===== src/rtl/instruction_fetch_unit_pkg.sv =====
// Shared types and geometry for the instruction fetch stage.
// Latency: n/a (declarations only).
// Backpressure: n/a.
package fetch_pkg;

   // FILL waits out the memory latency; HIT serves words from the line buffer.
   typedef enum logic [0:0] {
      FILL = 1'b0,
      HIT  = 1'b1
   } fetch_state_t;

   localparam int LINE_BYTES  = 8;
   localparam int INSTR_BYTES = 4;
   localparam int LINE_OFF_W  = 3;
   localparam int LINE_W      = LINE_BYTES * 8;
   localparam int INSTR_W     = INSTR_BYTES * 8;

endpackage


===== src/rtl/instruction_fetch_unit_if.sv =====
// Bundle of redirect, memory and decode-side signals of the fetch stage.
// Latency: n/a (wiring only).
// Backpressure: decode stalls delivery through instr_ready.
interface instruction_fetch_unit_if #(
   parameter int ADDR_W = 16
);
   import fetch_pkg::*;

   logic                redirect_valid;
   logic [ADDR_W-1:0]   redirect_pc;
   logic [ADDR_W-1:0]   mem_addr;
   logic [LINE_W-1:0]   mem_line;
   logic                instr_valid;
   logic                instr_ready;
   logic [INSTR_W-1:0]  instr;
   logic [ADDR_W-1:0]   instr_pc;

   // Fetch unit side.
   modport master (
      input  redirect_valid, redirect_pc, mem_line, instr_ready,
      output mem_addr, instr_valid, instr, instr_pc
   );

   // Environment side: execute, instruction memory and decode.
   modport slave (
      output redirect_valid, redirect_pc, mem_line, instr_ready,
      input  mem_addr, instr_valid, instr, instr_pc
   );

endinterface


===== src/rtl/fetch_line_buffer.sv =====
// Single-line buffer: holds one 64-bit memory line, its tag and a valid bit.
// Latency: capture visible next cycle; hit compare and word select are combinational.
// Backpressure: none; capture/invalidate are obeyed every cycle, invalidate wins.
module fetch_line_buffer
   import fetch_pkg::*;
#(
   parameter int TAG_W = 13
) (
   input  logic               clk,
   input  logic               invalidate_i,
   input  logic               capture_i,
   input  logic [LINE_W-1:0]  line_i,
   input  logic [TAG_W-1:0]   cap_tag_i,
   input  logic [TAG_W-1:0]   lookup_tag_i,
   input  logic               word_sel_i,
   output logic               hit_o,
   output logic [INSTR_W-1:0] word_o
);

   logic [LINE_W-1:0] line_buf_q;
   logic [TAG_W-1:0]  line_tag_q;
   logic              line_valid_q;

   // Valid bit: invalidate (driven by reset) beats capture.
   always_ff @(posedge clk) begin
      if (invalidate_i) begin
         line_valid_q <= 1'b0;
      end else if (capture_i) begin
         line_valid_q <= 1'b1;
      end
   end

   // Line data and tag only change on capture; contents are meaningless while invalid.
   always_ff @(posedge clk) begin
      if (capture_i) begin
         line_buf_q <= line_i;
         line_tag_q <= cap_tag_i;
      end
   end

   assign hit_o  = line_valid_q && (lookup_tag_i == line_tag_q);
   // Byte 0 of the line sits in the top bits, so the first word is the upper half.
   assign word_o = word_sel_i ? line_buf_q[INSTR_W-1:0] : line_buf_q[LINE_W-1:INSTR_W];

endmodule


===== src/rtl/instruction_fetch_unit.sv =====
// Fetch stage: owns the PC, fills one line from memory, then streams its two words to decode.
// Latency: MEM_LATENCY cycles per line fill; redirect to the buffered line is served next cycle.
// Backpressure: instr_ready low freezes PC and outputs; redirect always overrides.
module instruction_fetch_unit
   import fetch_pkg::*;
#(
   parameter int                ADDR_W      = 16,
   parameter int                MEM_LATENCY = 6,
   parameter logic [ADDR_W-1:0] RESET_PC    = '0
) (
   input  logic                      clk,
   input  logic                      reset,
   instruction_fetch_unit_if.master  fif
);

   localparam int                TAG_W        = ADDR_W - LINE_OFF_W;
   localparam int                CNT_W        = (MEM_LATENCY > 1) ? $clog2(MEM_LATENCY) : 1;
   localparam logic [CNT_W-1:0]  LAST_CNT     = CNT_W'(MEM_LATENCY - 1);
   localparam logic [ADDR_W-1:0] RESET_PC_ALN = {RESET_PC[ADDR_W-1:2], 2'b00};

   fetch_state_t        state_q;
   logic [ADDR_W-1:0]   pc_q;
   logic [CNT_W-1:0]    wait_cnt_q;
   logic                instr_valid_q;

   logic [ADDR_W-1:0]   redirect_pc_aln;
   logic [ADDR_W-1:0]   pc_inc;
   logic                fill_done;
   logic                capture;
   logic                line_hit;
   logic [INSTR_W-1:0]  buf_word;
   logic                unused_redirect_lsbs;

   assign redirect_pc_aln      = {fif.redirect_pc[ADDR_W-1:2], 2'b00};
   // The byte offset within a word is ignored; pc stays word aligned.
   assign unused_redirect_lsbs = ^fif.redirect_pc[1:0];
   assign pc_inc               = pc_q + ADDR_W'(INSTR_BYTES);
   assign fill_done            = (state_q == FILL) && (wait_cnt_q == LAST_CNT);
   // A redirect or reset in the final wait cycle abandons the line being filled.
   assign capture              = fill_done && !fif.redirect_valid && !reset;

   fetch_line_buffer #(
      .TAG_W (TAG_W)
   ) u_line_buffer (
      .clk          (clk),
      .invalidate_i (reset),
      .capture_i    (capture),
      .line_i       (fif.mem_line),
      .cap_tag_i    (pc_q[ADDR_W-1:LINE_OFF_W]),
      .lookup_tag_i (fif.redirect_pc[ADDR_W-1:LINE_OFF_W]),
      .word_sel_i   (pc_q[2]),
      .hit_o        (line_hit),
      .word_o       (buf_word)
   );

   // Fetch FSM: reset, then redirect, then fill countdown / handshake-driven PC advance.
   always_ff @(posedge clk) begin
      if (reset) begin
         state_q       <= FILL;
         pc_q          <= RESET_PC_ALN;
         wait_cnt_q    <= '0;
         instr_valid_q <= 1'b0;
      end else if (fif.redirect_valid) begin
         pc_q       <= redirect_pc_aln;
         wait_cnt_q <= '0;
         if (line_hit) begin
            state_q       <= HIT;
            instr_valid_q <= 1'b1;
         end else begin
            state_q       <= FILL;
            instr_valid_q <= 1'b0;
         end
      end else begin
         case (state_q)
            FILL: begin
               if (fill_done) begin
                  wait_cnt_q    <= '0;
                  state_q       <= HIT;
                  instr_valid_q <= 1'b1;
               end else begin
                  wait_cnt_q <= wait_cnt_q + CNT_W'(1);
               end
            end
            HIT: begin
               if (fif.instr_ready) begin
                  pc_q <= pc_inc;
                  // Leaving the last word of the line means a new fill.
                  if (pc_q[2]) begin
                     state_q       <= FILL;
                     instr_valid_q <= 1'b0;
                  end
               end
            end
            default: begin
               state_q       <= FILL;
               instr_valid_q <= 1'b0;
            end
         endcase
      end
   end

   assign fif.mem_addr    = {pc_q[ADDR_W-1:LINE_OFF_W], {LINE_OFF_W{1'b0}}};
   assign fif.instr_valid = instr_valid_q;
   assign fif.instr       = instr_valid_q ? buf_word : '0;
   assign fif.instr_pc    = pc_q;

endmodule


===== src/flat_wrapper.sv =====
// flat-port wrapper written by rule: the top's interface ports become plain ports
module instruction_fetch_unit_flat import fetch_pkg::*;
#(
   parameter int                ADDR_W      = 16,
   parameter int                MEM_LATENCY = 6,
   parameter logic [ADDR_W-1:0] RESET_PC    = '0
)
  (clk, reset, fif_redirect_valid, fif_redirect_pc, fif_mem_line, fif_instr_ready, fif_mem_addr, fif_instr_valid, fif_instr, fif_instr_pc);
  instruction_fetch_unit_if #(.ADDR_W(ADDR_W)) fif_i ();
  input  logic clk;
  input  logic reset;
  input wire logic [$bits(fif_i.redirect_valid)-1:0] fif_redirect_valid;
  input wire logic [$bits(fif_i.redirect_pc)-1:0] fif_redirect_pc;
  input wire logic [$bits(fif_i.mem_line)-1:0] fif_mem_line;
  input wire logic [$bits(fif_i.instr_ready)-1:0] fif_instr_ready;
  output wire logic [$bits(fif_i.mem_addr)-1:0] fif_mem_addr;
  output wire logic [$bits(fif_i.instr_valid)-1:0] fif_instr_valid;
  output wire logic [$bits(fif_i.instr)-1:0] fif_instr;
  output wire logic [$bits(fif_i.instr_pc)-1:0] fif_instr_pc;
  assign fif_i.redirect_valid = fif_redirect_valid;
  assign fif_i.redirect_pc = fif_redirect_pc;
  assign fif_i.mem_line = fif_mem_line;
  assign fif_i.instr_ready = fif_instr_ready;
  assign fif_mem_addr = fif_i.mem_addr;
  assign fif_instr_valid = fif_i.instr_valid;
  assign fif_instr = fif_i.instr;
  assign fif_instr_pc = fif_i.instr_pc;
  instruction_fetch_unit #(.ADDR_W(ADDR_W), .MEM_LATENCY(MEM_LATENCY), .RESET_PC(RESET_PC)) u_core (.clk(clk), .reset(reset), .fif(fif_i));
endmodule

===== config.mk =====
export PLATFORM = sky130hd
export DESIGN_NAME = instruction_fetch_unit_flat
export DESIGN_NICKNAME = d
export VERILOG_FILES = /design/src/rtl/instruction_fetch_unit_pkg.sv /design/src/rtl/instruction_fetch_unit_if.sv /design/src/rtl/fetch_line_buffer.sv /design/src/rtl/instruction_fetch_unit.sv /design/src/flat_wrapper.sv
export SDC_FILE = /design/constraint.sdc
export NUM_CORES = 1
export LEC_CHECK = 0
export BUFFER_PORTS_ARGS = -buffer_cell sky130_fd_sc_hd__buf_2
export CAP_MARGIN = 20
export CORE_AREA = 10 10 96 106
export DETAILED_ROUTE_END_ITERATION = 8
export DIE_AREA = 0 0 106 116
export GPL_TIMING_DRIVEN = 0
export PLACE_DENSITY_LB_ADDON = 0.12
export SLEW_MARGIN = 0
export SYNTH_ARGS = -nofsm -noshare
export SYNTH_HDL_FRONTEND = slang
export SYNTH_SLANG_ARGS = --single-unit

===== constraint.sdc =====
create_clock -name clk -period 17.8 [get_ports clk]
set_input_delay 1.78 -clock clk [delete_from_list [all_inputs] [get_ports clk]]
set_output_delay 1.78 -clock clk [all_outputs]
set_load 0.02 [all_outputs]

==> Implementation_results.wiki, run 1 <==
{| class="wikitable"
! Metric !! Value
|-
| Top flip-flop cell by instance count after synthesis || sky130_fd_sc_hd__edfxtp_1
|-
| Cell Pwr Density || 82.3 nW/um^2
|-
| Run status || completed
|-
| Fmax || 284 MHz
|-
| Cell types occupying the most area after synthesis || sky130_fd_sc_hd__edfxtp_1 55%, sky130_fd_sc_hd__dfxtp_1 9.5%, sky130_fd_sc_hd__mux2i_1 7.9%
|-
| H-tree levels || 3
|-
| Layout overhead on the synthesized area || 27.5%
|-
| Syn Area/Cell || 13.7 um^2
|-
| Final global-route overflow total || 0
|-
| Adder and majority gate portion of the synthesized area || 0.892%
|-
| Share of synthesized registers carrying an async set or reset || 0%
|-
| IO Port Bufs || 140
|-
| Slowest Stage Delay on Critical Path || 0.35 ns
|-
| Post-CTS resize count || 0
|-
| Worst Setup Path Type || register to output pin
|-
| Number of placed I/O pins || 149
|-
| Average wire per standard cell || 17.1 um
|-
| Area of the multi-input gates || 1290 um^2
|-
| Most used standard cell by instance count after synthesis || sky130_fd_sc_hd__edfxtp_1
|-
| Area share of the largest cell type after synthesis || 55.0%
|-
| Maximum capacitance violations || 0
|-
| Sequential cell area in the final layout || 2710 um^2
|-
| Worst slew margin relative to its limit || 47.1%
|-
| Power share of the combinational group || 8.8%
|-
| Post-synth EDFFs || 77
|-
| Total vias in the final route || 2877
|-
| Maximum resistive drop on vdd || 0.0397 mV
|-
| Internal power || 344 uW
|-
| Clock tree buffer depth || 2
|-
| Effective utilization at floorplan || 53.2%
|-
| Number of pins with negative max-slew slack in the final report || 0
|-
| Max FO, Critical Path || 10
|-
| Most frequent cell on the critical path || sky130_fd_sc_hd__buf_2
|-
| Largest area contributor in the synthesized netlist || sky130_fd_sc_hd__edfxtp_1
|-
| Buffer and inverter count on the worst path || 3
|-
| Count of distinct cell types in the synthesized netlist || 34
|-
| Part of the power in registers || 56.8%
|-
| Wire length of the first global-routing pass || 15.6 mm
|-
| Clock sink total || 97
|-
| Critical Path Sink Type || output pin
|-
| Number of failing setup endpoints in the final timing report || 0
|-
| Final sum of negative setup slack || 0 ns
|-
| Routed length on met1 || 4.05 mm
|-
| Final core utilization || 67.8%
|-
| Part of the Yosys area used for sequential elements || 64.5%
|-
| Number of setup buffers added after CTS || 0
|-
| Gate family responsible for the most delay along the worst path || buffers and inverters
|-
| Cell breakdown of the critical path || buf_2, buf_2, mux2i_1, nor2b_1, buf_2
|-
| GR Util All Layers || 16.1%
|-
| Residual DRC || 0
|-
| Multiplexer area fraction after synthesis || 7.85%
|-
| Worst path arrival time || 1.74 ns
|-
| Clock latency at the later pin of the worst-skew pair || 0.36 ns
|-
| Final weighted congestion of routability-driven global placement || 0.812
|-
| Total count of hold-check failures in the final report || 0
|-
| Rows || 34
|-
| Layout cell share with drive strength beyond 1 || 40.9%
|-
| Synthesized flop and latch total || 97
|-
| Vertical extent of the die || 116 um
|-
| Die Area || 12300 um^2
|-
| Fill cell count || 667
|-
| Required @ worst endpoint || 16.02 ns
|-
| Xor/xnor cell area share of the yosys netlist || 5.21%
|-
| Netlist area before placement || 4210 um^2
|-
| Final worst-path cycle share || 19.7%
|-
| Combinational family with the most area after synthesis || simple AND/OR/NAND/NOR gates
|-
| Most used standard cells in the synthesized netlist || 77 x sky130_fd_sc_hd__edfxtp_1, 33 x sky130_fd_sc_hd__mux2i_1, 33 x sky130_fd_sc_hd__nor2b_1
|-
| Unrepaired setup endpoints after global routing || false
|-
| Via count of the first global-routing pass || 3050
|-
| Startpoint Class || register
|-
| Core outline area || 7910 um^2
|-
| TritonCTS clock tree || built
|-
| Synth Area in Simple Gates || 12.2%
|-
| Minimum period implied by the final worst setup slack || 3.52 ns
|-
| Antenna viol nets, final || 0
|-
| Highest metal layer used by the detailed router || met4
|-
| Number of iterations in the first detailed-routing pass || 4
|-
| Cts bufs inserted || 9
|-
| Initial antenna violation count || 0
|-
| Clock-pin slew of the registers on the worst-case setup and hold paths || 0.09 ns
|-
| Reported net switching power || 96.9 uW
|-
| Post-DP Area || 5150 um^2
|-
| NumNets Final || 556
|-
| Clock network fraction of total power || 34.4%
|-
| Leak pwr || 2.19 nW
|-
| Routed length on met3 || 769 um
|-
| Ratio of routed vias to standard cells || 4.93
|-
| Switching share of power || 22.0%
|-
| Final routed wirelength across all metal layers || 9.96 mm
|-
| Sum of net half-perimeters after detailed placement || 7.69 mm
|-
| DIE WIDTH || 106 um
|-
| Highest-delay cell along the critical path || sky130_fd_sc_hd__dfxtp_1
|-
| Iter 0 DRT Violations || 106
|-
| Maximum clock skew at final layout || 0.0137 ns
|-
| Detailed-routed wire length on met2 || 5.08 mm
|-
| CTS root buf || sky130_fd_sc_hd__clkbuf_8
|-
| Maximum number of pins on one net before global-route repair || 17
|-
| Hold-fix buffers, CTS || 0
|-
| Design area || 5360 um^2
|-
| Hold Crit Class || register to register
|-
| Slew of the pin with the lowest slew margin || 0.789 ns
|-
| Share of the synthesized area in compound gates (AO/OA/AOI/OAI) || 4.05%
|-
| Yosys warns || 0
|-
| Synthesized instance count || 307
|}
cell usage in the layout (no fill, tap or decap), drive strengths merged, types with 7 or more instances in the layout:
master and n:
buf 171, edfxtp 77, mux2i 33, nor2b 33
dfxtp 20, nor2 19, clkbuf 18, xor2 13
xnor2 12, nand2 9, a211oi 8, inv 7
nor4 7
metal layers:
metal  up-vias  track usage, %
li1       1401               -
met1      1352            19.2
met3         4            4.39
met4         0            5.78
met2       120            27.4
met5         -               0
metrics by stage:
step / total power, mW / setup slack, ns / hold slack (ns) / std cells
after floorplan: 0.277 / 9.90 / 0.419 / 311
after global placement: 0.293 / 7.87 / 0.432 / 559
after detailed placement: 0.295 / 14.01 / 0.436 / 566
after CTS: 0.445 / 14.23 / 0.463 / 582
after global routing: 0.458 / 14.13 / 0.485 / 582
final: 0.441 / 14.28 / 0.461 / 583
cells by family after synthesis:
family,count (synthesis)
multiplexers,33
other,1
AND/OR/NAND/NOR,86
adder cells (fa/ha/maj),3
buffers and inverters,38
XOR/XNOR,25
flip-flops,97
AO/OA/AOI/OAI,24
layout make-up:
class / instances / share of cell area [%]
Clock buffer: 11 / 2.45
Antenna cell: 1 / 0.0467
Buffer: 31 / 3.59
Tap cell: 108 / 2.52
Inverter: 7 / 0.490
Sequential cell: 97 / 50.6
Timing Repair Buffer: 147 / 14.7
Clock inverter: 5 / 1.49
Multi-Input combinational cell: 176 / 24.1
sequential cells by signal, indices dropped and copies added, names as in the netlist:
name,count
u_core.fif.instr_valid,1
u_core.wait_cnt_q,3
u_core.fif.instr_pc,14
u_core.u_line_buffer.line_buf_q,64
u_core.u_line_buffer.line_tag_q,13
u_core.state_q,1
u_core.u_line_buffer.line_valid_q,1
worst paths after layout:
path	start	end	slack, ns	cells after the start
worst max-delay path	u_core.fif.instr_pc[2]$_SDFFE_PP0P_	fif_instr[15]	14.28	5
worst min-delay path	u_core.u_line_buffer.line_valid_q$_SDFFE_PP0P_	u_core.u_line_buffer.line_valid_q$_SDFFE_PP0P_	0.46	1
worst max register to register	u_core.state_q$_SDFF_PP0_	u_core.u_line_buffer.line_buf_q[22]$_DFFE_PP_	15.30	7
worst min register to register	u_core.u_line_buffer.line_valid_q$_SDFFE_PP0P_	u_core.u_line_buffer.line_valid_q$_SDFFE_PP0P_	0.46	1
power by group through the flow:
stage	Clock, mW	Sequential, mW	Combinational, mW
finish	0.152	0.251	0.0386
global route	0.165	0.251	0.0422
detailed placement	0	0.256	0.0387
floorplan	0	0.257	0.0197
global placement	0	0.256	0.0375
CTS	0.156	0.251	0.0389
No activity file was read; power rests on OpenSTA's default activity.
==> run 2, diff against run 1 <==
- CORE_AREA: 10 10 96 106 -> 10 10 99 110
- DIE_AREA: 0 0 106 116 -> 0 0 109 120
- clock period: 17.8 -> 3.31 ns (I/O delays scaled with it)
==> Implementation_results.wiki, run 2 (same netlist as run 1, synthesis figures left out) <==
{| class="wikitable"
! Metric !! Value
|-
| Initial antenna violation count || 0
|-
| Average wire per standard cell || 16.6 um
|-
| Total vias in the final route || 2813
|-
| Die Area || 13100 um^2
|-
| FF-to-FF path depth || 5
|-
| Clock sink total || 97
|-
| Largest reg by FF count || u_core.u_line_buffer.line_buf_q
|-
| Final worst-path cycle share || 73.4%
|-
| H-tree levels || 3
|-
| Post-Place Worst Slack || 0.895 ns
|-
| Clock-pin slew of the registers on the worst-case setup and hold paths || 0.09 ns
|-
| Iter 0 DRT Violations || 145
|-
| Critical Path Sink Type || register
|-
| Clock tree buffer depth || 2
|-
| CTS root buf || sky130_fd_sc_hd__clkbuf_8
|-
| Worst r2r dst || u_core.u_line_buffer.line_buf_q[19]$_DFFE_PP_
|-
| DIE WIDTH || 109 um
|-
| Final global-route overflow total || 0
|-
| Number of failing setup endpoints in the final timing report || 0
|-
| Sequential cell area in the final layout || 2710 um^2
|-
| Worst Setup Path Type || register to register
|-
| Final critical-path setup slack || 0.881 ns
|-
| Leak pwr || 2.16 nW
|-
| Post-CTS resize count || 0
|-
| Via count of the first global-routing pass || 2896
|-
| Cell Pwr Density || 430 nW/um^2
|-
| Core outline area || 8690 um^2
|-
| Post-Layout Cell Count || 584
|-
| Wire length of the first global-routing pass || 14.7 mm
|-
| Required @ worst endpoint || 3.38 ns
|-
| Fill cell count || 702
|-
| Antenna viol nets, final || 0
|-
| Area of the multi-input gates || 1300 um^2
|-
| Startpoint Class || register
|-
| Minimum period implied by the final worst setup slack || 2.43 ns
|-
| Fmax || 412 MHz
|-
| Design area || 5320 um^2
|-
| Number of flip-flops under the largest register name || 64
|-
| NumNets Final || 552
|-
| Commonest non-fill, non-tap cell in the layout || sky130_fd_sc_hd__buf_2
|-
| Hold Crit Class || input port to register
|-
| Total count of hold-check failures in the final report || 0
|-
| Layout overhead on the synthesized area || 26.5%
|-
| Hold wc startpoint || fif_mem_line[24]
|-
| Maximum number of pins on one net before global-route repair || 23
|-
| Maximum clock skew at final layout || 0.00605 ns
|-
| Cts bufs inserted || 9
|-
| Effective utilization at floorplan || 48.4%
|-
| Placed Instances || 568
|-
| Sum of net half-perimeters after detailed placement || 7.34 mm
|-
| Reg2Reg Setup Slack || 0.88 ns
|-
| Most used cells in the layout excluding fill and tap cells || 144 x sky130_fd_sc_hd__buf_2, 77 x sky130_fd_sc_hd__edfxtp_1, 33 x sky130_fd_sc_hd__mux2i_1, 33 x sky130_fd_sc_hd__nor2b_1, 20 x sky130_fd_sc_hd__dfxtp_1
|-
| Slew of the pin with the lowest slew margin || 1.01 ns
|-
| Number of placed I/O pins || 149
|-
| Max FO, Critical Path || 20
|-
| Internal power || 1.77 mW
|-
| Part of the power in registers || 58.9%
|-
| Clock network fraction of total power || 32.0%
|-
| Worst slew margin relative to its limit || 32.3%
|-
| Maximum resistive drop on vdd || 0.244 mV
|-
| Post-DP Area || 5130 um^2
|-
| Ratio of routed vias to standard cells || 4.82
|-
| Residual DRC || 0
|-
| Total power draw || 2.29 mW
|-
| Final weighted congestion of routability-driven global placement || 0.818
|-
| Worst-case hold path end point || u_core.u_line_buffer.line_buf_q[24]$_DFFE_PP_
|-
| Worst path arrival time || 2.50 ns
|-
| Rows || 36
|-
| Run status || completed
|-
| TritonCTS clock tree || built
|-
| GR Util All Layers || 14.5%
|-
| Power share of the combinational group || 9.1%
|-
| Number of setup buffers added after CTS || 0
|-
| Maximum capacitance violations || 0
|-
| Number of pins with negative max-slew slack in the final report || 0
|-
| Startpoint of the lowest-slack register-to-register path || u_core.state_q$_SDFF_PP0_
|-
| Hold path depth || 1
|-
| Vertical extent of the die || 120 um
|-
| Unrepaired setup endpoints after global routing || false
|-
| IO Port Bufs || 140
|-
| Number of iterations in the first detailed-routing pass || 4
|-
| Antenna Cells || 0
|-
| Switching share of power || 22.6%
|-
| Layout cell share with drive strength beyond 1 || 40.6%
|-
| Reported net switching power || 518 uW
|-
| Final routed wirelength across all metal layers || 9.69 mm
|-
| Clock latency at the later pin of the worst-skew pair || 0.35 ns
|-
| Hold-fix buffers, CTS || 0
|}
[run 2: layout make-up]
type / count / area share (%)
Inverter: 7 / 0.494
Clock inverter: 6 / 1.11
Timing Repair Buffer: 143 / 14.3
Sequential cell: 97 / 51.0
Buffer: 31 / 3.62
Tap cell: 114 / 2.68
Multi-Input combinational cell: 176 / 24.5
Clock buffer: 10 / 2.40
[run 2: through the flow]
stage	util (%)	TNS (ns)	hold WS [ns]
6_report	61.2	0	0.146
3_3_place_gp	58.4	-40.32	0.430
4_1_cts	61.2	0	0.126
2_1_floorplan	-	0	0.419
5_1_grt	61.2	0	0.114
3_5_place_dp	59.1	0	0.448
[run 2: worst max-delay path by stage]
| stage | start | to | slack [ns] | cells past startpoint |
|---|---|---|---|---|
| final | u_core.state_q$_SDFF_PP0_ | u_core.u_line_buffer.line_buf_q[19]$_DFFE_PP_ | 0.88 | 5 |
| after global routing | u_core.state_q$_SDFF_PP0_ | u_core.u_line_buffer.line_buf_q[51]$_DFFE_PP_ | 0.72 | 5 |
| after CTS | u_core.state_q$_SDFF_PP0_ | u_core.u_line_buffer.line_buf_q[44]$_DFFE_PP_ | 0.89 | 5 |
| after detailed placement | u_core.state_q$_SDFF_PP0_ | u_core.u_line_buffer.line_buf_q[20]$_DFFE_PP_ | 0.89 | 5 |
| after global placement | u_core.state_q$_SDFF_PP0_ | u_core.u_line_buffer.line_buf_q[52]$_DFFE_PP_ | -0.52 | 3 |
| after floorplan | u_core.state_q$_SDFF_PP0_ | u_core.u_line_buffer.line_buf_q[0]$_DFFE_PP_ | 0.25 | 3 |
[run 2: layer usage]
metal / GRT usage [%] / wire [um]
met1: 18.2 / 4180
met5: 0 / 0
met3: 4.34 / 755
met4: 5.45 / 131
met2: 22.9 / 4620
[run 2: power groups by stage]
stage	Clock, mW	Sequential, mW	Combinational, mW
2_1_floorplan	0	1.38	0.106
4_1_cts	0.753	1.35	0.210
3_5_place_dp	0	1.38	0.209
5_1_grt	0.809	1.35	0.227
6_report	0.732	1.35	0.207
3_3_place_gp	0	1.38	0.203
[run 2: worst max-delay path, stage by stage (launching register included)]
cell and delay [ns]:
sky130_fd_sc_hd__dfxtp_1 0.34, sky130_fd_sc_hd__clkbuf_1 0.22, sky130_fd_sc_hd__nand3b_1 0.29, sky130_fd_sc_hd__nor3_4 0.80
sky130_fd_sc_hd__buf_8 0.28, sky130_fd_sc_hd__buf_16 0.18
